===== config.mk =====
export PLATFORM = sky130hd
export DESIGN_NAME = rv32_onehot_decoder
export DESIGN_NICKNAME = d
export VERILOG_FILES = /design/src/rtl/rv32_onehot_decoder.sv
export SDC_FILE = /design/constraint.sdc
export NUM_CORES = 1
export LEC_CHECK = 0
export CELL_PAD_IN_SITES_DETAIL_PLACEMENT = 2
export CELL_PAD_IN_SITES_GLOBAL_PLACEMENT = 2
export CORE_MARGIN = 4
export CORE_UTILIZATION = 27
export DETAILED_ROUTE_END_ITERATION = 6
export MAX_ROUTING_LAYER = met4
export PLACE_DENSITY = 0.8
export RECOVER_POWER = 50
export SETUP_SLACK_MARGIN = 0.4
export SLEW_MARGIN = 20
export SYNTH_ARGS = -nofsm -noshare
export SYNTH_HDL_FRONTEND = slang
export SYNTH_SLANG_ARGS = --single-unit
export TNS_END_PERCENT = 30

===== constraint.sdc =====
create_clock -name clk -period 5.3 [get_ports clk]
set_input_delay 1.06 -clock clk [delete_from_list [all_inputs] [get_ports clk]]
set_output_delay 1.06 -clock clk [all_outputs]
set_load 0.005 [all_outputs]

===== src/rtl/rv32_onehot_decoder.sv =====
// RV32I decode stage: one registered slot turning a raw instruction into the ALU's one-hot
// opcode vector, register fields and immediate. Define DECODER_PERF_CNT_EN for transfer counters.
module rv32_onehot_decoder #(
   parameter int XLEN = 32,
   parameter int OH_W = 37
) (
   input  logic            clk,
   input  logic            rst,
   input  logic            in_valid,
   output logic            in_ready,
   input  logic [31:0]     in_instr,
   input  logic [XLEN-1:0] in_pc,
   input  logic            flush,
   output logic            out_valid,
   input  logic            out_ready,
   output logic [OH_W-1:0] instructions,
   output logic [4:0]      rs1_addr,
   output logic [4:0]      rs2_addr,
   output logic [4:0]      rd_addr,
   output logic [XLEN-1:0] imm,
   output logic [XLEN-1:0] out_pc,
   output logic            illegal
`ifdef DECODER_PERF_CNT_EN
   ,
   output logic [31:0]     decoded_cnt,
   output logic [31:0]     illegal_cnt
`endif
);

   localparam int I_ADD   = 0;
   localparam int I_SUB   = 1;
   localparam int I_SLL   = 2;
   localparam int I_SLT   = 3;
   localparam int I_SLTU  = 4;
   localparam int I_XOR   = 5;
   localparam int I_SRL   = 6;
   localparam int I_SRA   = 7;
   localparam int I_OR    = 8;
   localparam int I_AND   = 9;
   localparam int I_ADDI  = 10;
   localparam int I_SLTI  = 11;
   localparam int I_SLTIU = 12;
   localparam int I_XORI  = 13;
   localparam int I_ORI   = 14;
   localparam int I_ANDI  = 15;
   localparam int I_SLLI  = 16;
   localparam int I_SRLI  = 17;
   localparam int I_SRAI  = 18;
   localparam int I_LB    = 19;
   localparam int I_LH    = 20;
   localparam int I_LW    = 21;
   localparam int I_LBU   = 22;
   localparam int I_LHU   = 23;
   localparam int I_SB    = 24;
   localparam int I_SH    = 25;
   localparam int I_SW    = 26;
   localparam int I_BEQ   = 27;
   localparam int I_BNE   = 28;
   localparam int I_BLT   = 29;
   localparam int I_BGE   = 30;
   localparam int I_BLTU  = 31;
   localparam int I_BGEU  = 32;
   localparam int I_LUI   = 33;
   localparam int I_AUIPC = 34;
   localparam int I_JAL   = 35;
   localparam int I_JALR  = 36;

   localparam logic [6:0] OP_REG    = 7'b0110011;
   localparam logic [6:0] OP_IMM    = 7'b0010011;
   localparam logic [6:0] OP_LOAD   = 7'b0000011;
   localparam logic [6:0] OP_STORE  = 7'b0100011;
   localparam logic [6:0] OP_BRANCH = 7'b1100011;
   localparam logic [6:0] OP_LUI    = 7'b0110111;
   localparam logic [6:0] OP_AUIPC  = 7'b0010111;
   localparam logic [6:0] OP_JAL    = 7'b1101111;
   localparam logic [6:0] OP_JALR   = 7'b1100111;

   localparam logic [6:0] F7_ZERO = 7'h00;
   localparam logic [6:0] F7_ALT  = 7'h20;

   logic [6:0] opcode;
   logic [2:0] funct3;
   logic [6:0] funct7;

   assign opcode = in_instr[6:0];
   assign funct3 = in_instr[14:12];
   assign funct7 = in_instr[31:25];

   logic [XLEN-1:0] imm_i;
   logic [XLEN-1:0] imm_s;
   logic [XLEN-1:0] imm_b;
   logic [XLEN-1:0] imm_u;
   logic [XLEN-1:0] imm_j;
   logic [XLEN-1:0] imm_sh;

   assign imm_i  = XLEN'($signed(in_instr[31:20]));
   assign imm_s  = XLEN'($signed({in_instr[31:25], in_instr[11:7]}));
   assign imm_b  = XLEN'($signed({in_instr[31], in_instr[7], in_instr[30:25], in_instr[11:8], 1'b0}));
   assign imm_u  = XLEN'($signed({in_instr[31:12], 12'b0}));
   assign imm_j  = XLEN'($signed({in_instr[31], in_instr[19:12], in_instr[20], in_instr[30:21], 1'b0}));
   assign imm_sh = XLEN'(in_instr[24:20]);

   logic [OH_W-1:0] dec_oh;
   logic [XLEN-1:0] dec_imm;
   logic            dec_illegal;

   // An opcode match implies instr[1:0] == 2'b11, so compressed encodings fall out as illegal.
   always_comb begin
      dec_oh  = '0;
      dec_imm = '0;
      unique case (opcode)
         OP_REG: begin
            if (funct7 == F7_ZERO) begin
               case (funct3)
                  3'd0: dec_oh[I_ADD]  = 1'b1;
                  3'd1: dec_oh[I_SLL]  = 1'b1;
                  3'd2: dec_oh[I_SLT]  = 1'b1;
                  3'd3: dec_oh[I_SLTU] = 1'b1;
                  3'd4: dec_oh[I_XOR]  = 1'b1;
                  3'd5: dec_oh[I_SRL]  = 1'b1;
                  3'd6: dec_oh[I_OR]   = 1'b1;
                  default: dec_oh[I_AND] = 1'b1;
               endcase
            end else if (funct7 == F7_ALT) begin
               case (funct3)
                  3'd0: dec_oh[I_SUB] = 1'b1;
                  3'd5: dec_oh[I_SRA] = 1'b1;
                  default: ;
               endcase
            end
         end
         OP_IMM: begin
            dec_imm = imm_i;
            case (funct3)
               3'd0: dec_oh[I_ADDI]  = 1'b1;
               3'd2: dec_oh[I_SLTI]  = 1'b1;
               3'd3: dec_oh[I_SLTIU] = 1'b1;
               3'd4: dec_oh[I_XORI]  = 1'b1;
               3'd6: dec_oh[I_ORI]   = 1'b1;
               3'd7: dec_oh[I_ANDI]  = 1'b1;
               3'd1: begin
                  dec_imm = imm_sh;
                  if (funct7 == F7_ZERO) dec_oh[I_SLLI] = 1'b1;
               end
               default: begin
                  dec_imm = imm_sh;
                  if (funct7 == F7_ZERO) dec_oh[I_SRLI] = 1'b1;
                  else if (funct7 == F7_ALT) dec_oh[I_SRAI] = 1'b1;
               end
            endcase
         end
         OP_LOAD: begin
            dec_imm = imm_i;
            case (funct3)
               3'd0: dec_oh[I_LB]  = 1'b1;
               3'd1: dec_oh[I_LH]  = 1'b1;
               3'd2: dec_oh[I_LW]  = 1'b1;
               3'd4: dec_oh[I_LBU] = 1'b1;
               3'd5: dec_oh[I_LHU] = 1'b1;
               default: ;
            endcase
         end
         OP_STORE: begin
            dec_imm = imm_s;
            case (funct3)
               3'd0: dec_oh[I_SB] = 1'b1;
               3'd1: dec_oh[I_SH] = 1'b1;
               3'd2: dec_oh[I_SW] = 1'b1;
               default: ;
            endcase
         end
         OP_BRANCH: begin
            dec_imm = imm_b;
            case (funct3)
               3'd0: dec_oh[I_BEQ]  = 1'b1;
               3'd1: dec_oh[I_BNE]  = 1'b1;
               3'd4: dec_oh[I_BLT]  = 1'b1;
               3'd5: dec_oh[I_BGE]  = 1'b1;
               3'd6: dec_oh[I_BLTU] = 1'b1;
               3'd7: dec_oh[I_BGEU] = 1'b1;
               default: ;
            endcase
         end
         OP_LUI: begin
            dec_imm = imm_u;
            dec_oh[I_LUI] = 1'b1;
         end
         OP_AUIPC: begin
            dec_imm = imm_u;
            dec_oh[I_AUIPC] = 1'b1;
         end
         OP_JAL: begin
            dec_imm = imm_j;
            dec_oh[I_JAL] = 1'b1;
         end
         OP_JALR: begin
            dec_imm = imm_i;
            if (funct3 == 3'd0) dec_oh[I_JALR] = 1'b1;
         end
         default: ;
      endcase
      // Illegal words carry no immediate so the ALU never sees stale offset bits.
      if (dec_oh == '0) dec_imm = '0;
   end

   assign dec_illegal = (dec_oh == '0);

   // Handshake: a side transfers on an edge where its valid and ready are both high.
   // in_ready depends only on the output slot, never on in_valid; flush overrides both sides.
   assign in_ready = !out_valid || out_ready;

   always_ff @(posedge clk or posedge rst) begin
      if (rst) begin
         out_valid    <= 1'b0;
         instructions <= '0;
         rs1_addr     <= '0;
         rs2_addr     <= '0;
         rd_addr      <= '0;
         imm          <= '0;
         out_pc       <= '0;
         illegal      <= 1'b0;
      end else if (flush) begin
         out_valid <= 1'b0;
      end else if (in_valid && in_ready) begin
         out_valid    <= 1'b1;
         instructions <= dec_oh;
         rs1_addr     <= in_instr[19:15];
         rs2_addr     <= in_instr[24:20];
         rd_addr      <= in_instr[11:7];
         imm          <= dec_imm;
         out_pc       <= in_pc;
         illegal      <= dec_illegal;
      end else if (out_ready) begin
         out_valid <= 1'b0;
      end
   end

`ifdef DECODER_PERF_CNT_EN
   // Counts downstream transfers even in a flush cycle: the bundle was already consumed.
   always_ff @(posedge clk or posedge rst) begin
      if (rst) begin
         decoded_cnt <= '0;
         illegal_cnt <= '0;
      end else if (out_valid && out_ready) begin
         decoded_cnt <= decoded_cnt + 32'd1;
         if (illegal) illegal_cnt <= illegal_cnt + 32'd1;
      end
   end
`endif

endmodule


## Yosys cells after proc, flatten, opt, wreduce, memory -nomap -nowiden

Cells that the tools add are included.

- Bitwise gates (word level): 1
- Reduce and logical (&&, ||, !) cells: 13
- Equal/unequal tests: 17
- Multiplexer cells: 36

Operators by type and width:

| operator | number |
|---|---|
| 32-bit one-hot mux with 6 select lines | 1 |
| 32-bit two-way mux | 2 |
| 37-bit zero test | 1 |
| 7-bit by 6-bit == test with 1-bit output (second input constant) | 4 |
| 1-bit two-way mux | 25 |
| 7-bit == test (second input constant) | 3 |
| 7-bit by 5-bit == test with 1-bit output (second input constant) | 2 |
| 7-bit OR reduction | 2 |
| 3-bit == test (second input constant) | 4 |
| 10-bit two-way mux | 1 |
| 5-bit two-way mux | 2 |
| 9-bit two-way mux | 1 |
| 7-bit by 2-bit == test with 1-bit output (second input constant) | 1 |
| 7-bit zero test | 1 |
| 3-bit by 2-bit == test with 1-bit output (second input constant) | 2 |
| 6-bit two-way mux | 1 |
| 6-bit OR reduction | 1 |
| 2-bit two-way mux | 2 |
| 2-bit OR reduction | 2 |
| 3-bit by 1-bit == test with 1-bit output (second input constant) | 1 |
| 3-bit zero test | 1 |
| 3-bit two-way mux | 1 |
| 3-bit nonzero test | 1 |
| 2-bit AND reduction | 1 |
| other kinds (4) | 4 |

- Flip-flop bits (word level): 118
- Input bits: 69
- Output and inout bits: 119

## Longest topological paths before layout

Gate-level depths: netlist (run 1).

- Depth after elaboration: 7
- Gate-level depth with buffers: 8

## Worst setup path after synthesis (run 1)

No wires, ideal clock.

- Path type: input -> register
- Start point: in in_instr[13]
- End point: reg imm[13]
- Setup slack: 2.727 ns
- Arrival time: 2.428 ns
- Required time: 5.155 ns
- Path buffers: 2
- Cell stages on the path: 7
- Path through: buf_2 > nor2b_1 > and2b_1 > a2111oi_4 > nor4_4 > buf_6 > o31ai_2

- Cells in the longest elaborated chain, start to end: 7
- Elaborated cells between the ends (all ways): 39
- Classes of those cells: eq/ne (7); mux (27); reduce/logical (5)

Ends and longest elaborated chain:

| item | RTL line | text |
|---|---|---|
| start: declaration | 11 | `input logic [31:0] in_instr,` |
| 3-bit == test (tied with other cells) | 114, 134, 174 |  |
| 7-bit OR reduction (no source line) (tied with other cells) | - |  |
| 1-bit two-way mux, on equally long branches | 114, 124 |  |
| 2-bit two-way mux or 1-bit two-way mux (tied branches) | 113 | `if (funct7 == F7_ZERO) begin` |
| 10-bit two-way mux | 111 | `unique case (opcode)` |
| 37-bit zero test | 203 | `if (dec_oh == '0) dec_imm = '0;` |
| 32-bit two-way mux (*) | 203 |  |
| end signal: assignment | 230 | `imm <= dec_imm;` |
| end: declaration | 20 | `output logic [XLEN-1:0] imm,` |

Every way passes the cells marked *; elsewhere a longest branch is shown, timed or not.
A chain may end at the register's enable or synchronous reset.

==> flow_metrics.tcl, run 1 <==
set metrics [dict create \
    grt_pass1_wl_um 31880 \
    start_util_pct 27.52 \
    synth-seq-cells 118 \
    r2r-start "out_valid" \
    postCtsSetupBuffers 0 \
    yosys.area.top_type "dfrtp_1" \
    path_depth 3 \
    placed_cells 969 \
    numCtsBuffers 17 \
    path_max_fanout 61 \
    fin_skew_ns 0.008390 \
    final_layout_size_suffix_gt1_share_pct 11.07 \
    grt_start_max_net_pins 149 \
    dr.first_iter.drc_count 148 \
    synth_area_sq_um 5356 \
    grt_pass1_vias 5628 \
    report.final.slew_viol_count 62 \
    cts_hold_buf 0 \
    cts_root_buffer "clkbuf_16" \
    wl_um 20170 \
    die_y_um 148.9 \
    crit_path_top_delay_cell "clkinvlp_2" \
    power-per-cell-area_nw_per_um2 299.5 \
    crit_start "rst" \
    yosys-top-cells-count "211 x nand2_1, 118 x dfrtp_1, 24 x o31ai_2, 23 x a21oi_1, 21 x o21ai_0" \
    busiest_layer "met2" \
    fmax_mhz 267.8 \
    synthArstFlopShare_pct 100.0 \
    wl_per_cell_um 20.19 \
    ctsHtreeMaxLevel 4 \
    whs_path_depth 2 \
    rsz0062_at_grt "false" \
    clkLatencyLatePin_ns 0.42 \
    path_class "input port to asynchronous set/reset pin" \
    core-area_sq_um 19460 \
    fin_cells 999 \
    yosysUniqueCellTypes 53 \
    antenna_left 0 \
    path_delay_family "buffers and inverters" \
    crit_chain "dlygate4sd3_1 -> clkinvlp_2 -> clkbuf_2" \
    syn_to_final_growth_pct 48.54 \
    finalCritPeriodShare_pct 70.45 \
    final_nets 792 \
    run_status "finished with violations" \
    place_hpwl_um 14750 \
    multi_input_area_sq_um 2186 \
    antenna_found_initial 2 \
    grtUsageTotal_pct 19.09 \
    grtUsageMet1_pct 21.65 \
    worstHoldStart "out_pc[23]" \
    syn_avg_cell_area_sq_um 9.739 \
    final_area_sq_um 7956 \
    synth_top_area_share_pct 55.13 \
    maxCapViolCount 1 \
    n_fill_cell 2087 \
    port-buffer-count 187 \
    fin_crit_ns 3.734 \
    globalRouteMet2Util_pct 31.96 \
    synth-edff-count 0 \
    drc 0 \
    vias 4807 \
    gr-total-overflow 0 \
    crit_required_ns 5.73 \
    seq_area_sq_um 2953 \
    setup_tns_ns 0 \
    ys_top_cells_by_area "dfrtp_1 55%, nand2_1 15%, o31ai_2 5.6%" \
    rows 51 \
    whs_ns 0.4727 \
    cts_tree "built" \
    vias_per_cell 4.812 \
    tightest_slew_ns 2.845 \
    hold_class "flip-flop to flip-flop" \
    vdd_ir_drop_max_uv 225.9 \
    ys_seq_area_share_pct 55.13 \
    finalSetupViolCount 0 \
    die_w_um 148.9 \
    relSlewSlack_pct -90.69 \
    hold_viol_final 0 \
    clkTransAtPathRegs_ns 0.05 \
    drt-pass1-iter-count 4 \
    critPathBufInv 3 \
    finalWeightedCongestion 0.8475 \
    arrival_ns 4.16 \
    p_leak_uw 0.003548 \
    yosysMostFrequentCell "nand2_1" \
    synth_fp_nets 619 \
    worstSetupStartpointType "input port" \
    use_met3_pct 5.986 \
    reg2regPathDepth 6 \
    syn-instance-count 550 \
    die_area_sq_um 22160 \
    ios 188 \
    synthFlopType "dfrtp_1" \
    slowest_delay_ns 1.61 \
    violations "capacitance limit, slew limit" \
    cts_resized 0 \
    synth_warnings 0 \
    end_kind "asynchronous set/reset pin" \
    placed_area_sq_um 7417 \
    cts_sinks 118 \
    cts_max_path_buffers 2 \
]
-- layer usage --
| metal | vias to the layer above | part of all wire [%] | routed length (um) |
|---|---|---|---|
| li1 | 2212 | - | - |
| met1 | 2426 | 41 | 8212 |
| met2 | 139 | 51 | 10270 |
| met3 | 30 | 6.3 | 1261 |
| met4 | 0 | 2.1 | 429 |
| met5 | - | 0 | 0 |
-- cell families after synthesis --
group	share of synthesized area [%]
AO/OA/AOI/OAI	16.73
buffers and inverters	4.181
flip-flops	55.13
multiplexers	0.2102
AND/OR/NAND/NOR	23.76
-- registers in the layout, summed over array words and instances, names as in the netlist --
register and count:
instructions 37, imm 32, out_pc 32, rd_addr 5, rs1_addr 5, rs2_addr 5, illegal 1, out_valid 1
-- cell usage in the layout, fill, tap and decap left out, types with 5 or more instances in the layout --
master | Yosys | routed
inv_1 | 6 | 5
a22o_1 | 14 | 14
clkdlybuf4s50_1 | 0 | 127
o31ai_2 | 24 | 24
nand2_1 | 211 | 211
nor3_1 | 6 | 6
a22oi_1 | 5 | 5
clkbuf_16 | 0 | 17
o21ai_0 | 21 | 21
o21ai_2 | 6 | 6
nor2_1 | 7 | 7
nor4_1 | 5 | 5
nand3_1 | 14 | 14
a21oi_1 | 23 | 23
dfrtp_1 | 118 | 118
dlygate4sd3_1 | 0 | 60
-- worst paths after layout --
check                      slack, ns              end
max                             1.57  instructions[8]
min in group asynchronous       1.92       out_pc[13]
max reg2reg                     3.06  instructions[7]
min                             0.47       out_pc[23]
min reg2reg                     0.47       out_pc[23]
max in group clk                1.76         in_ready
-- worst min-delay path: stages (launching register included) --
cell and delay [ns]:
dfrtp_1 0.33, nand2_1 0.05, nand2_1 0.06
-- final cells by class --
| cell class | count | area share [%] |
|---|---|---|
| flip-flops and latches | 118 | 37.11 |
| multi-input cells | 388 | 27.47 |
| repair buffers | 192 | 24.12 |
| clock buffers | 23 | 6.133 |
| well taps | 265 | 4.167 |
| clock inverters | 5 | 0.6290 |
| inverters | 6 | 0.2988 |
| diodes | 2 | 0.06290 |
-- power breakdown --
part | internal, uW | total (uW) | leakage, uW | switching [uW]
clock | 679 | 1070 | 0.000270 | 392
sequential | 956 | 987 | 0.00157 | 30.8
combinational | 159 | 324 | 0.00171 | 165
-- stage by stage --
stage / worst slack, ns / total power [uW] / util (%)
2_1_floorplan: 1.111 / 1124 / -
3_3_place_gp: 1.618 / 1327 / 38.11
3_5_place_dp: 1.481 / 1347 / 38.11
4_1_cts: 1.878 / 2432 / 40.87
5_1_grt: 0.9282 / 2503 / 40.88
6_report: 1.566 / 2383 / 40.88
Note: power is estimated with default switching activity, not from simulation.
==> run 2: changes to the inputs <==
==> constraint.sdc (replaced) <==
create_clock -name clk -period 3.46 [get_ports clk]
set_input_delay 0.692 -clock clk [delete_from_list [all_inputs] [get_ports clk]]
set_output_delay 0.692 -clock clk [all_outputs]
set_load 0.005 [all_outputs]
==> flow_metrics.tcl, run 2 (synthesis results as in run 1) <==
set metrics [dict create \
    crit_path_top_delay_cell "clkdlybuf4s50_1" \
    crit_chain "clkdlybuf4s50_1 -> nand2_1 -> nor4_4 -> a211o_1 -> nor4_4 -> buf_4 -> buf_4 -> o41ai_2" \
    die_y_um 148.9 \
    finalWeightedCongestion 0.8722 \
    numCtsBuffers 17 \
    fin_skew_ns 0.008699 \
    largest_registers "instructions x37, imm x32, out_pc x32" \
    run_status "finished with violations" \
    violations "capacitance limit, slew limit" \
    r2r-start "out_valid" \
    start_util_pct 27.52 \
    clockPowerShare_pct 49.0 \
    slowest_delay_ns 0.78 \
    finalSetupViolCount 0 \
    cts_tree "built" \
    r2r_slack_ns 1.40 \
    path_max_fanout 11 \
    regMostFlops "instructions" \
    grt_start_max_net_pins 119 \
    cts_max_path_buffers 2 \
    p_int_uw 3036 \
    rows 51 \
    reg2regPathDepth 6 \
    largest_reg_flops 37 \
    vdd_ir_drop_max_uv 314.3 \
    final_nets 814 \
    gr-total-overflow 0 \
    end_kind "flip-flop" \
    cts_sinks 118 \
    clkTransAtPathRegs_ns 0.05 \
    worstReg2RegEnd "instructions[28]" \
    finalCritPeriodShare_pct 83.44 \
    cts_hold_buf 0 \
    report.final.slew_viol_count 119 \
    vias 4917 \
    antenna_left 0 \
    ios 188 \
    final_common_cell "nand2_1" \
    hold_viol_final 0 \
    grtUsageTotal_pct 19.70 \
    pwr-share-seq_pct 38.1 \
    drc 0 \
    multi_input_area_sq_um 2186 \
    cts_root_buffer "clkbuf_16" \
    clkLatencyLatePin_ns 0.41 \
    combinationalPowerShare_pct 12.9 \
    grt_pass1_wl_um 32930 \
    crit_start "in_instr[2]" \
    die_w_um 148.9 \
    drt-pass1-iter-count 4 \
    arrival_ns 3.18 \
    wl_per_cell_um 20.55 \
    wl_um 21040 \
    n_fill_cell 2084 \
    rsz0062_at_grt "false" \
    seq_area_sq_um 2953 \
    final_area_sq_um 8240 \
    crit_required_ns 3.75 \
    setup_tns_ns 0 \
    hold_class "flip-flop to flip-flop" \
    p_leak_uw 0.003688 \
    cts_resized 0 \
    port-buffer-count 187 \
    dr.first_iter.drc_count 174 \
    critPathCapture "imm[31]" \
    syn_to_final_growth_pct 53.84 \
    power-per-cell-area_nw_per_um2 481.4 \
    place_hpwl_um 15300 \
    core-area_sq_um 19460 \
    fmax_mhz 346.4 \
    power.switching_uw 931.1 \
    ctsHtreeMaxLevel 4 \
    worstSetupStartpointType "input port" \
    vias_per_cell 4.802 \
    fin_crit_ns 2.887 \
    antenna_found_initial 1 \
    placed_area_sq_um 7571 \
    sw_frac_of_total_pct 23.47 \
    mostFrequentLayoutCells "211 x nand2_1, 127 x clkdlybuf4s50_1, 118 x dfrtp_1, 60 x dlygate4sd3_1" \
    die_area_sq_um 22160 \
    maxCapViolCount 1 \
    grt_pass1_vias 5680 \
    final_layout_size_suffix_gt1_share_pct 13.72 \
    path_class "input port to flip-flop" \
    tightest_slew_ns 1.696 \
    relSlewSlack_pct -13.08 \
]
## run 2: per-stage QoR
stage	util [%]	instances	hold slack (ns)	total power, uW	setup slack, ns
after floorplan	-	550	0.4628	1721	1.255
after global placement	38.90	986	0.4571	2049	0.2030
after detailed placement	38.90	986	0.4688	2079	0.05899
after CTS	42.20	1018	0.4785	4042	0.4837
after global routing	42.34	1024	0.4993	4143	0.4476
final	42.34	1024	0.4686	3967	0.5730
## run 2: critical path, delay by kind of cell
kind / cells / cell delay [ns]
AO/OA/AOI/OAI: 2 / 0.57
buffers and inverters: 3 / 1.12
AND/OR/NAND/NOR: 3 / 0.80
## run 2: cell type report
| cell class | instances | share of cell area (%) |
|---|---|---|
| multi-input combinational | 388 | 26.53 |
| inverter | 6 | 0.3189 |
| clock inverter | 8 | 2.065 |
| timing repair buffer | 214 | 25.48 |
| sequential | 118 | 35.83 |
| antenna | 1 | 0.03037 |
| tap | 265 | 4.024 |
| clock buffer | 24 | 5.724 |
## run 2: repair_timing
item,CTS,global route
hold endpoints to repair,0,0
buffers inserted,0,5
endpoints found under the setup margin,0,23
## run 2: power groups by stage
stage	logic (uW)	registers, uW	clock network, uW
final	512	1510	1940
after global routing	565	1520	2050
after CTS	544	1520	1980
after detailed placement	540	1540	0
after global placement	518	1530	0
after floorplan	185	1540	0
## run 2: how the worst min path moves through the flow
stage / from / cells past startpoint / end / slack (ns)
global route: out_pc[22] / 2 / out_pc[22] / 0.50
floorplan: instructions[26] / 2 / instructions[26] / 0.46
CTS: out_pc[17] / 2 / out_pc[17] / 0.48
global placement: out_pc[4] / 2 / out_pc[4] / 0.46
detailed placement: out_pc[17] / 2 / out_pc[17] / 0.47
finish: out_pc[17] / 2 / out_pc[17] / 0.47
## run 2: routing by layer
layer	GRT usage, %	wire length, um	up-vias
li1	-	-	2262
met1	22.28	8400	2509
met2	34.28	11110	128
met3	5.986	1283	18
met4	4.897	245	0
met5	-	0	-
==> run 3: changes to the inputs <==
==> constraint.sdc (replaced) <==
create_clock -name clk -period 3 [get_ports clk]
set_input_delay 0.6 -clock clk [delete_from_list [all_inputs] [get_ports clk]]
set_output_delay 0.6 -clock clk [all_outputs]
set_load 0.005 [all_outputs]
==> flow_metrics.tcl, run 3 (synthesis results as in run 1) <==
set metrics [dict create \
    core-area_sq_um 19460 \
    cts_max_path_buffers 2 \
    use_met3_pct 5.318 \
    dr.first_iter.drc_count 175 \
    grtUsageTotal_pct 19.79 \
    drt-pass1-iter-count 4 \
    largest_reg_flops 37 \
    seq_area_sq_um 2953 \
    globalRouteMet2Util_pct 34.49 \
    worstSetupStartpointType "input port" \
    cts_tree "built" \
    die_y_um 148.9 \
    crit_required_ns 2.40 \
    path_delay_family "buffers and inverters" \
    p_leak_uw 0.003769 \
    wl_per_cell_um 20.25 \
    tightest_slew_ns 1.621 \
    rows 51 \
    port-buffer-count 187 \
    regMostFlops "instructions" \
    finalSetupViolCount 0 \
    path_max_fanout 3 \
    vias_per_cell 4.831 \
    ctsHtreeMaxLevel 4 \
    cts_hold_buf 0 \
    power.total_uw 4275 \
    report.final.slew_viol_count 119 \
    hold_class "flip-flop to flip-flop" \
    fin_crit_ns 2.655 \
    maxCapViolCount 1 \
    antenna_found_initial 2 \
    grt_start_max_net_pins 119 \
    final_util_pct 42.67 \
    numCtsBuffers 17 \
    relSlewSlack_pct -8.047 \
    die_w_um 148.9 \
    antenna_left 0 \
    ios 188 \
    finalCritPeriodShare_pct 88.51 \
    end_kind "output pin" \
    cts_root_buffer "clkbuf_16" \
    critPathBufInv 3 \
    path_class "input port to output pin" \
    placed_area_sq_um 7736 \
    cts_sinks 118 \
    clkLatencyLatePin_ns 0.41 \
    fmax_mhz 376.6 \
    rsz0062_at_grt "true" \
    drc 0 \
    final_layout_size_suffix_gt1_share_pct 15.45 \
    mostFrequentLayoutCells "211 x nand2_1, 125 x clkdlybuf4s50_1, 118 x dfrtp_1, 60 x dlygate4sd3_1, 33 x buf_4" \
    arrival_ns 2.06 \
    hold_viol_final 0 \
    power-per-cell-area_nw_per_um2 514.7 \
    final_common_cell "nand2_1" \
    grt_pass1_wl_um 33230 \
    multi_input_area_sq_um 2186 \
    clkTransAtPathRegs_ns 0.05 \
    final_area_sq_um 8305 \
    busiest_layer "met2" \
    syn_to_final_growth_pct 55.06 \
    wl_um 21000 \
    place_hpwl_um 15830 \
    largest_registers "instructions x37, imm x32, out_pc x32" \
    start_util_pct 27.52 \
    crit_chain "dlygate4sd3_1 -> nor2b_1 -> inv_1 -> clkdlybuf4s50_1" \
    die_area_sq_um 22160 \
    final_nets 827 \
    run_status "finished with violations" \
    grtUsageMet1_pct 23.02 \
    vias 5010 \
    grt_pass1_vias 5712 \
    violations "capacitance limit, slew limit" \
    gr-total-overflow 0 \
    n_fill_cell 2057 \
    crit_path_top_delay_cell "dlygate4sd3_1" \
    fin_skew_ns 0.007546 \
    slowest_delay_ns 0.54 \
    vdd_ir_drop_max_uv 405.4 \
    finalWeightedCongestion 0.8868 \
]
[run 3: cell types whose count changed in the layout (fill, tap and decap cells not counted), moves of 3 or more]
cell	before	now
buf_12	2	6
buf_4	24	33
bufinv_16	5	1
clkbuf_1	5	2
clkinv_2	1	5
[run 3: through the flow]
step | hold slack [ns] | instances | TNS [ns] | worst slack (ns)
after global routing | 0.4954 | 1037 | 0 | 0.2721
after CTS | 0.4853 | 1035 | 0 | 0.4568
final | 0.4721 | 1037 | 0 | 0.3446
after detailed placement | 0.4704 | 1003 | -2.314 | -0.1229
after global placement | 0.4581 | 1003 | -0.2092 | -0.03478
after floorplan | 0.4628 | 550 | 0 | 0.8869
[run 3: layer usage]
layer / wire length [um] / vias to the layer above / part of all wire, %
li1: - / 2284 / -
met1: 8689 / 2580 / 41
met2: 11010 / 129 / 52
met3: 1058 / 17 / 5.0
met4: 249 / 0 / 1.2
met5: 0 / - / 0
[run 3: final timing paths]
kind	start	endpoint	slack [ns]	depth (start not counted)
max in group asynchronous	rst	instructions[3]	0.71	3
worst min-delay path	out_pc[24]	out_pc[24]	0.47	2
worst max-delay path	out_ready	in_ready	0.34	4
min in group asynchronous	rst	out_pc[20]	1.31	3
worst max register to register	out_valid	instructions[20]	0.89	5
worst min register to register	out_pc[24]	out_pc[24]	0.47	2
[run 3: report_power, final]
| part | switching, uW | leakage (uW) | internal, uW | total (uW) |
|---|---|---|---|---|
| logic | 302 | 0.00193 | 311 | 614 |
| registers | 58.0 | 0.00157 | 1690 | 1750 |
| clock network | 723 | 0.000268 | 1190 | 1910 |
| total | 1080 | 0.00377 | 3190 | 4270 |
[run 3: timing repair]
item                                   in CTS  in global routing
setup endpoints to repair                  26                 13
cloned                                      0                  0
pin swaps                                   1                  0
buffers inserted                            1                  0
endpoints found under the hold margin       0                  0
resized for setup                           0                  2
[run 3: layout make-up]
cell class / instances / share of cell area, %
antenna: 2 / 0.06026
clock buffer: 22 / 5.710
clock inverter: 9 / 0.9340
inverter: 6 / 0.3164
multi-input combinational: 388 / 26.32
sequential: 118 / 35.55
tap: 265 / 3.992
timing repair buffer: 227 / 27.12
[run 3: worst register-to-register path, delay by kind of cell, from the launching register on]
family,cells,cell delay [ns]
flip-flops,1,0.39
buffers and inverters,1,0.11
AO/OA/AOI/OAI,1,0.25
AND/OR/NAND/NOR,3,1.30
